File: src/rtl/mem_stage_pkg.sv
// Shared definitions for the memory-access stage: mem-op field layout,
// access size codes, FSM state encodings and bus-width constants.
// Pure declarations; no logic and no latency of its own.
package mem_stage_pkg;

  // Register/data bus width and its all-zero value.
  localparam int REG_BUS = 64;
  localparam logic [REG_BUS-1:0] ZERO_WORD = '0;

  // Field positions inside the 5-bit mem-op code.
  localparam int MEM_OP_ACCESS   = 4;
  localparam int MEM_OP_STORE    = 3;
  localparam int MEM_OP_UNSIGNED = 2;
  localparam int MEM_OP_SIZE_HI  = 1;
  localparam int MEM_OP_SIZE_LO  = 0;

  // Access size codes.
  localparam logic [1:0] SIZE_B = 2'b00;
  localparam logic [1:0] SIZE_H = 2'b01;
  localparam logic [1:0] SIZE_W = 2'b10;
  localparam logic [1:0] SIZE_D = 2'b11;

  // FSM state encodings.
  localparam logic [1:0] ST_IDLE = 2'd0;
  localparam logic [1:0] ST_REQ  = 2'd1;
  localparam logic [1:0] ST_RESP = 2'd2;
  localparam logic [1:0] ST_OUT  = 2'd3;

  // Natural alignment: the low address bits covered by the size must be zero.
  function automatic logic is_aligned(input logic [1:0] size, input logic [2:0] off);
    logic ok;
    case (size)
      SIZE_B:  ok = 1'b1;
      SIZE_H:  ok = (off[0] == 1'b0);
      SIZE_W:  ok = (off[1:0] == 2'b00);
      default: ok = (off == 3'b000);
    endcase
    return ok;
  endfunction

  // Byte-strobe pattern for a lane-0 access of the given size.
  function automatic logic [7:0] size_mask(input logic [1:0] size);
    logic [7:0] m;
    case (size)
      SIZE_B:  m = 8'h01;
      SIZE_H:  m = 8'h03;
      SIZE_W:  m = 8'h0F;
      default: m = 8'hFF;
    endcase
    return m;
  endfunction

endpackage

File: src/rtl/mem_stage_lsu_align.sv
// Lane steering for the data-memory port: store strobes/data and load extract+extend.
// Purely combinational, zero latency.
// No handshake; the caller decides when the outputs are used.
module mem_stage_lsu_align
  import mem_stage_pkg::*;
#(
  parameter int XLEN = REG_BUS
) (
  input  logic [1:0]      size,
  input  logic            is_unsigned,
  input  logic [2:0]      off,
  input  logic [XLEN-1:0] store_data,
  input  logic [XLEN-1:0] rdata,
  output logic [7:0]      wstrb,
  output logic [XLEN-1:0] wdata,
  output logic [XLEN-1:0] load_data
);

  logic [5:0]      lane_shift;
  logic [XLEN-1:0] lane;
  logic            sext;

  assign lane_shift = {off, 3'b000};

  // Store side: strobes and data both move up to the addressed byte lane.
  always_comb begin
    wstrb = size_mask(size) << off;
    wdata = store_data << lane_shift;
  end

  // Load side: bring the addressed lane down to bit 0, then sign- or zero-extend.
  always_comb begin
    lane      = rdata >> lane_shift;
    sext      = 1'b0;
    load_data = lane;
    case (size)
      SIZE_B: begin
        sext      = ~is_unsigned & lane[7];
        load_data = {{(XLEN-8){sext}}, lane[7:0]};
      end
      SIZE_H: begin
        sext      = ~is_unsigned & lane[15];
        load_data = {{(XLEN-16){sext}}, lane[15:0]};
      end
      SIZE_W: begin
        sext      = ~is_unsigned & lane[31];
        load_data = {{(XLEN-32){sext}}, lane[31:0]};
      end
      default: begin
        sext      = 1'b0;
        load_data = lane;
      end
    endcase
  end

endmodule

File: src/rtl/mem_stage.sv
// Memory-access pipeline stage: latches execute result, runs loads/stores on dmem, feeds write-back.
// Latency: 1 cycle for non-memory ops, 3 cycles minimum for loads/stores (req, resp, out).
// Backpressure: ex_ready only in IDLE or when the OUT beat retires; req and wb beats held until ready.
module mem_stage
  import mem_stage_pkg::*;
#(
  parameter int XLEN = REG_BUS
) (
  input  logic            clk,
  input  logic            rst,
  input  logic            ex_valid,
  output logic            ex_ready,
  input  logic [XLEN-1:0] ex_rd_data,
  input  logic [XLEN-1:0] ex_store_data,
  input  logic [4:0]      ex_mem_op,
  input  logic [4:0]      ex_rd_addr,
  input  logic            ex_rd_wen,
  output logic            dmem_req_valid,
  input  logic            dmem_req_ready,
  output logic [XLEN-1:0] dmem_req_addr,
  output logic            dmem_req_wen,
  output logic [XLEN-1:0] dmem_req_wdata,
  output logic [7:0]      dmem_req_wstrb,
  input  logic            dmem_resp_valid,
  input  logic [XLEN-1:0] dmem_resp_rdata,
  output logic            wb_valid,
  input  logic            wb_ready,
  output logic [4:0]      wb_rd_addr,
  output logic            wb_rd_wen,
  output logic [XLEN-1:0] wb_rd_data,
  output logic            mem_misalign
);

  logic [1:0]      state;
  logic [1:0]      state_next;
  logic [1:0]      accept_target;
  logic            accept;
  logic            ex_access;
  logic            ex_aligned;

  logic [XLEN-1:0] addr_q;
  logic [XLEN-1:0] store_data_q;
  logic [4:0]      mem_op_q;
  logic [4:0]      rd_addr_q;
  logic            rd_wen_q;
  logic [XLEN-1:0] rd_data_q;
  logic            misalign_q;

  logic            is_store;
  logic [7:0]      wstrb_raw;
  logic [XLEN-1:0] wdata_raw;
  logic [XLEN-1:0] load_data;

  assign ex_ready   = (state == ST_IDLE) || (state == ST_OUT && wb_ready);
  assign accept     = ex_valid && ex_ready;
  assign ex_access  = ex_mem_op[MEM_OP_ACCESS];
  assign ex_aligned = is_aligned(ex_mem_op[MEM_OP_SIZE_HI:MEM_OP_SIZE_LO], ex_rd_data[2:0]);

  // Misaligned accesses never touch memory; they report straight to write-back.
  assign accept_target = (ex_access && ex_aligned) ? ST_REQ : ST_OUT;

  assign is_store = mem_op_q[MEM_OP_ACCESS] & mem_op_q[MEM_OP_STORE];

  mem_stage_lsu_align #(.XLEN(XLEN)) u_align (
    .size        (mem_op_q[MEM_OP_SIZE_HI:MEM_OP_SIZE_LO]),
    .is_unsigned (mem_op_q[MEM_OP_UNSIGNED]),
    .off         (addr_q[2:0]),
    .store_data  (store_data_q),
    .rdata       (dmem_resp_rdata),
    .wstrb       (wstrb_raw),
    .wdata       (wdata_raw),
    .load_data   (load_data)
  );

  // Request fields come only from registered state, so they cannot move while REQ waits.
  assign dmem_req_valid = (state == ST_REQ);
  assign dmem_req_addr  = {addr_q[XLEN-1:3], 3'b000};
  assign dmem_req_wen   = is_store;
  assign dmem_req_wstrb = is_store ? wstrb_raw : 8'h00;
  assign dmem_req_wdata = is_store ? wdata_raw : ZERO_WORD;

  assign wb_valid     = (state == ST_OUT);
  assign wb_rd_addr   = rd_addr_q;
  assign wb_rd_wen    = rd_wen_q;
  assign wb_rd_data   = rd_data_q;
  assign mem_misalign = (state == ST_OUT) && misalign_q;

  // Next-state: a retiring OUT beat can hand over directly to a newly accepted op.
  always_comb begin
    state_next = state;
    case (state)
      ST_IDLE: if (accept) state_next = accept_target;
      ST_REQ:  if (dmem_req_ready) state_next = ST_RESP;
      ST_RESP: if (dmem_resp_valid) state_next = ST_OUT;
      ST_OUT:  if (wb_ready) state_next = accept ? accept_target : ST_IDLE;
      default: state_next = ST_IDLE;
    endcase
  end

  // State and pipeline registers; results land in rd_data_q on accept (ALU) or response (load).
  always_ff @(posedge clk) begin
    if (rst) begin
      state        <= ST_IDLE;
      addr_q       <= ZERO_WORD;
      store_data_q <= ZERO_WORD;
      mem_op_q     <= 5'd0;
      rd_addr_q    <= 5'd0;
      rd_wen_q     <= 1'b0;
      rd_data_q    <= ZERO_WORD;
      misalign_q   <= 1'b0;
    end else begin
      state <= state_next;
      if (accept) begin
        addr_q       <= ex_rd_data;
        store_data_q <= ex_store_data;
        mem_op_q     <= ex_mem_op;
        rd_addr_q    <= ex_rd_addr;
        // Stores and faulting accesses never write the register file.
        rd_wen_q     <= ex_rd_wen && !(ex_access && (ex_mem_op[MEM_OP_STORE] || !ex_aligned));
        rd_data_q    <= ex_access ? ZERO_WORD : ex_rd_data;
        misalign_q   <= ex_access && !ex_aligned;
      end else if (state == ST_RESP && dmem_resp_valid) begin
        rd_data_q <= is_store ? ZERO_WORD : load_data;
      end
    end
  end

endmodule

File: config.mk
export PLATFORM = sky130hd
export DESIGN_NAME = mem_stage
export DESIGN_NICKNAME = d
export VERILOG_FILES = /design/src/rtl/mem_stage_pkg.sv /design/src/rtl/mem_stage_lsu_align.sv /design/src/rtl/mem_stage.sv
export SDC_FILE = /design/constraint.sdc
export NUM_CORES = 1
export LEC_CHECK = 0
export ABC_AREA = 1
export CORE_AREA = 3 3 163 165
export DETAILED_ROUTE_END_ITERATION = 8
export DIE_AREA = 0 0 166 168
export DONT_BUFFER_PORTS = 1
export GPL_TIMING_DRIVEN = 0
export PLACE_DENSITY = 0.67
export SLEW_MARGIN = 30
export SYNTH_ARGS = -nofsm -noshare
export SYNTH_HDL_FRONTEND = slang
export SYNTH_SLANG_ARGS = --single-unit
File: constraint.sdc
create_clock -name clk -period 5.58 [get_ports clk]
set_input_delay 1.116 -clock clk [delete_from_list [all_inputs] [get_ports clk]]
set_output_delay 1.116 -clock clk [all_outputs]
set_load 0.02 [all_outputs]
=== Word-level counts from Yosys, hierarchy flattened ===
Cells that the tools add are included.

* Flip-flop bits (word level): 206
* Output and inout bits: 211
* Word-level logic and storage cells: 63

* Eq/ne operators: 11
* Shifts and indexed selects: 3
* Muxes and demuxes: 16
* Bitwise operators: 6
* Reductions and logical operators: 19

{| class="wikitable"
|+ Operators with widths
! kind !! count
|-
| two-way mux 64 bit || 5
|-
| case mux 64 bit (3 select lines) || 1
|-
| left shift 64 x 6 -> 64 bit || 1
|-
| >> shifter 64 x 6 -> 64 bit || 1
|-
| case mux 8 bit (3 select lines) || 1
|-
| two-way mux 2 bit || 6
|-
| == test 2 bit, second input constant || 4
|-
| logical AND 1 bit || 8
|-
| logical NOT 2 bit || 4
|-
| two-way mux 8 bit || 1
|-
| case mux 2 bit (4 select lines) || 1
|-
| left shift 8 x 3 -> 8 bit || 1
|-
| == test 2 x 1 -> 1 bit, second input constant || 3
|-
| bitwise AND 1 bit || 4
|-
| inequality test 2 x 1 -> 1 bit, second input constant || 2
|-
| inequality test 2 bit, second input constant || 2
|-
| AND reduction 4 bit || 1
|-
| logical NOT 3 bit || 1
|-
| case mux 1 bit (3 select lines) || 1
|-
| logical NOT 1 bit || 2
|-
| logical OR 1 bit || 2
|-
| NOT 1 bit || 2
|-
| nonzero test 2 bit || 1
|}

=== Longest topological paths before layout ===
* Word-level depth: 7
* Gate-level depth with buffers: 13
* Depth with buffers taken out: 11

=== Modules after synthesis ===
From an unflattened synthesis, not the netlist that was laid out.

* Cell total of the unflattened synthesis: 2,339
* Area, all modules: 13,968.4 um^2

{| class="wikitable"
|+ Modules (own cells, without submodules)
! module !! instances !! cells each !! area each (um^2) !! seq. area each (um^2)
|-
| mem_stage || 1 || 1,510 || 10,028.4 || 4,124.0
|-
| mem_stage_lsu_align || 1 || 829 || 3,940.0 || 0.0
|}

=== Worst setup path before layout ===
Ideal clock, no wire load.

* Path kind: register to output
* Start point: register addr_q[0]
* End point: output dmem_req_wdata[54]
* Arrival time: 1.832 ns
* Required time: 4.464 ns
* Setup slack: 2.632 ns
* Cell stages (with the launch flop): 9
* Buffers on the path: 4
* Cells stage by stage: dfxtp_1 buf_4 buf_2 buf_2 buf_2 nand2_1 o21ai_0 a22oi_1 o21ai_0

* Longest elaborated chain between the ends: 2

{| class="wikitable"
|+ Ends and longest elaborated chain
! what !! RTL line !! source
|-
| start, declared || mem_stage.sv:41 || <nowiki>logic [XLEN-1:0] addr_q;</nowiki>
|-
| start signal, assigned || mem_stage.sv:114 || <nowiki>addr_q <= ex_rd_data;</nowiki>
|-
| left shift 64 x 6 -> 64 bit || mem_stage_lsu_align.sv:28 || <nowiki>wdata = store_data << lane_shift;</nowiki>
|-
| two-way mux 64 bit || mem_stage.sv:80 || <nowiki>assign dmem_req_wdata = is_store ? wdata_raw : ZERO_WORD;</nowiki>
|-
| end, declared || mem_stage.sv:22 || <nowiki>output logic [XLEN-1:0] dmem_req_wdata,</nowiki>
|}

No other way between the ends.

=== Worst setup path in the final report ===
* Start point: register addr_q[1]
* End point: output dmem_req_wdata[47]

Same word-level chain as after synthesis.

==> impl_metrics.py <==
metrics = {
    "logic_synthesis": {
        "ys_ff_latch": 206,
        "syn_inst": 1846,
        "ys.flop_type": "dfxtp_1",
        "synth_edf_count": 0,
        "post_synth_num_cell_types": 33,
        "netlist_area_um2": 11800,
        "yosysSeqAreaShare_pct": 34.9,
        "ys_warn_count": 0,
        "postSynthAreaPerCell_um2": 6.41,
        "async_flop_share_pct": 0,
    },
    "floorplan": {
        "ios": 420,
        "start_util_pct": 47.0,
        "fp.dieH_um": 168,
        "die_w_um": 166,
        "fp-row-count": 58,
        "core_um2": 25200,
        "fp.dieArea_um2": 27900,
    },
    "grt": {
        "grt_use_total_pct": 37.1,
        "grt_overflow": 0,
        "grt_max_degree": 13,
        "grt_pass1_wl_um": 79800,
        "antenna_found_initial": 0,
        "grt_pass1_vias": 12700,
    },
    "power": {
        "switching_power_mw": 2.37,
        "p_sw_share_pct": 43.4,
        "p_per_area_nw_per_um2": 423,
        "p_leak_nw": 5.39,
        "pwr-share-comb_pct": 35.9,
        "p_clk_share_pct": 25.0,
        "intPower_mw": 3.08,
        "max-vdd-ir-drop_uv": 253,
        "pwr-share-seq_pct": 39.1,
        "power.total_mw": 5.45,
    },
    "worst_hold_path": {
        "hold_class": "reg -> reg",
    },
    "timing": {
        "finClkSkew_ps": 23.7,
        "fin_tns_setup_ps": 0,
        "slew_headroom_pct": 36.1,
        "worst_slew_pin_slew_ps": 949,
        "drv_slew": 0,
        "fin_crit_ps": 4430,
        "period_share_pct": 79.4,
        "hold_viol": 0,
        "rsz0062_at_grt": "false",
        "setup_viol": 0,
        "max_freq_ghz": 0.226,
    },
    "cts": {
        "cts_root_buf": "clkbuf_16",
        "clkSinkCount": 206,
        "cts_resized": 0,
        "post-cts-setup-buffers": 0,
        "insertion_delay_ps": 520,
        "ctsLongestPathBuffers": 3,
        "cts_tree": "done",
        "cts.reportedPaths.clkPinSlew_ps": 60,
        "cts_max_level": 1,
        "hold_buffers": 0,
        "cts_buffers": 22,
    },
    "finish": {
        "final_cells": 2214,
        "area_delta_synth_final_pct": 9.05,
        "fill_cells": 2732,
        "drive_gt1_share_pct": 8.65,
        "fin_nets": 2082,
        "final_core_util_pct": 51.2,
        "antenna_cells": 0,
    },
    "place": {
        "hpwl_um": 45000,
        "place_inst": 2179,
        "numPortBuffers": 0,
        "gp_congestion": 1.02,
    },
    "setup_path": {
        "crit_path_max_fanout": 10,
        "path_cells": "clkbuf_2 -> inv_2 -> buf_2 -> buf_2 -> clkbuf_1 -> nand2_1 -> o21ai_0",
        "path_common_cell": "buf_2",
        "worstSetupPathType": "reg -> out",
        "crit_path_end_kind": "output port",
        "slowest_stage": "o21ai_0",
        "cpPeakStageDelay_ps": 790,
        "cp.arrival_ps": 3320,
        "cp-start-kind": "register",
        "cp.required_ps": 4460,
    },
    "routing": {
        "drtAntennaViolNets": 0,
        "vias": 13200,
        "routed_wl_um": 54900,
        "vias_per_cell": 5.97,
        "drt_iter0_markers": 1323,
        "avgRoutedWirePerCell_um": 24.8,
        "dr.pass1.iters": 8,
        "drc": 0,
    },
    "run_status": {
        "status": "complete, no violations",
    },
    "run": {
        "max_cap_viol_count": 0,
    },
}
## cell usage in the layout (no fill, tap or decap), types with 4 or more instances in the layout
cell type	netlist	layout
a21oi_1	174	174
a221o_1	16	16
a22oi_1	15	15
a31oi_1	8	8
buf_1	10	10
buf_2	34	34
buf_4	70	70
buf_6	3	4
clkbuf_1	101	108
clkbuf_16	0	23
dfxtp_1	206	206
inv_1	86	86
inv_2	6	6
mux2i_1	17	17
nand2_1	408	408
nand3_1	105	105
nor2_1	186	186
o211ai_1	15	15
o21ai_0	327	327
o21ai_1	14	14
o22ai_1	9	9
or2_2	14	14
## power by group through the flow
stage	registers [mW]	clock network [mW]	logic [mW]
floorplan	2.06	0	1.34
global placement	2.15	0	1.90
detailed placement	2.16	0	1.91
CTS	2.13	1.38	1.92
global route	2.15	1.43	2.14
finish	2.13	1.36	1.96
## cell usage after synthesis (2+ instances only)
master	instances	area, µm²
a21oi_1	174	871
dfxtp_1	206	4120
mux2i_1	17	170
buf_1	10	37.5
nand3_1	105	526
or2_1	3	18.8
inv_1	86	323
o211ai_1	15	113
o31ai_1	2	15.0
nand2_2	3	18.8
or2_2	14	87.6
o21ai_1	14	70.1
a22oi_1	15	113
inv_2	6	22.5
o21ai_0	327	1640
nand2_1	408	1530
nor2_1	186	698
buf_2	34	170
buf_4	70	526
clkbuf_1	101	379
a31oi_1	8	50.1
o22ai_1	9	56.3
nor2_2	3	18.8
a221o_1	16	160
clkinv_1	2	7.51
buf_6	3	33.8
nor3_1	3	15.0
## state kept, by name (all words and copies together) (netlist names)
signal	cells
addr_q	64
mem_op_q	5
misalign_q	1
state	2
store_data_q	64
wb_rd_addr	5
wb_rd_data	64
wb_rd_wen	1
## critical path, delay by kind of cell, from the launching register on
family,cells,cell delay (ps)
AO/OA/AOI/OAI,1,790
buffers and inverters,5,1440
flip-flops,1,320
AND/OR/NAND/NOR,1,230
## stage by stage
step	hold WS [ps]	area, µm²	setup slack (ps)
after floorplan	444	11800	2630
after global placement	452	12300	1720
after detailed placement	457	12300	1750
after CTS	466	12900	1200
after global routing	481	12900	1090
final	462	12900	1150
## worst paths after layout
kind / startpoint / end / slack, ps / depth (start not counted)
max: addr_q[1]$_SDFFE_PP0N_ / dmem_req_wdata[47] / 1150 / 7
min: addr_q[51]$_SDFFE_PP0N_ / addr_q[51]$_SDFFE_PP0N_ / 460 / 2
max reg2reg: state[1]$_SDFFE_PP0P_ / addr_q[47]$_SDFFE_PP0N_ / 2820 / 10
min reg2reg: addr_q[51]$_SDFFE_PP0N_ / addr_q[51]$_SDFFE_PP0N_ / 460 / 2
## routing by layer
metal | track usage (%) | wire (µm)
met1 | 43.0 | 20400
met2 | 66.5 | 27100
met3 | 7.49 | 4500
met4 | 16.3 | 2860
met5 | 0 | 0
## area by class of cell
type / count / area, µm² / area share, %
multi-input combinational: 1329 / 6210 / 48.1
sequential: 206 / 4120 / 32.0
buffer: 219 / 1150 / 8.93
clock buffer: 32 / 619 / 4.80
tap: 330 / 413 / 3.20
inverter: 94 / 353 / 2.73
clock inverter: 3 / 18.8 / 0.145
timing repair buffer: 1 / 11.3 / 0.0873
## cell families after synthesis
logic type	after synthesis	share of synthesized area, %
buffers and inverters	313	12.7
AO/OA/AOI/OAI	583	26.3
flip-flops	206	34.9
other	1	0.0317
AND/OR/NAND/NOR	726	24.7
multiplexers	17	1.44
Power figures use the tool's default switching activity.
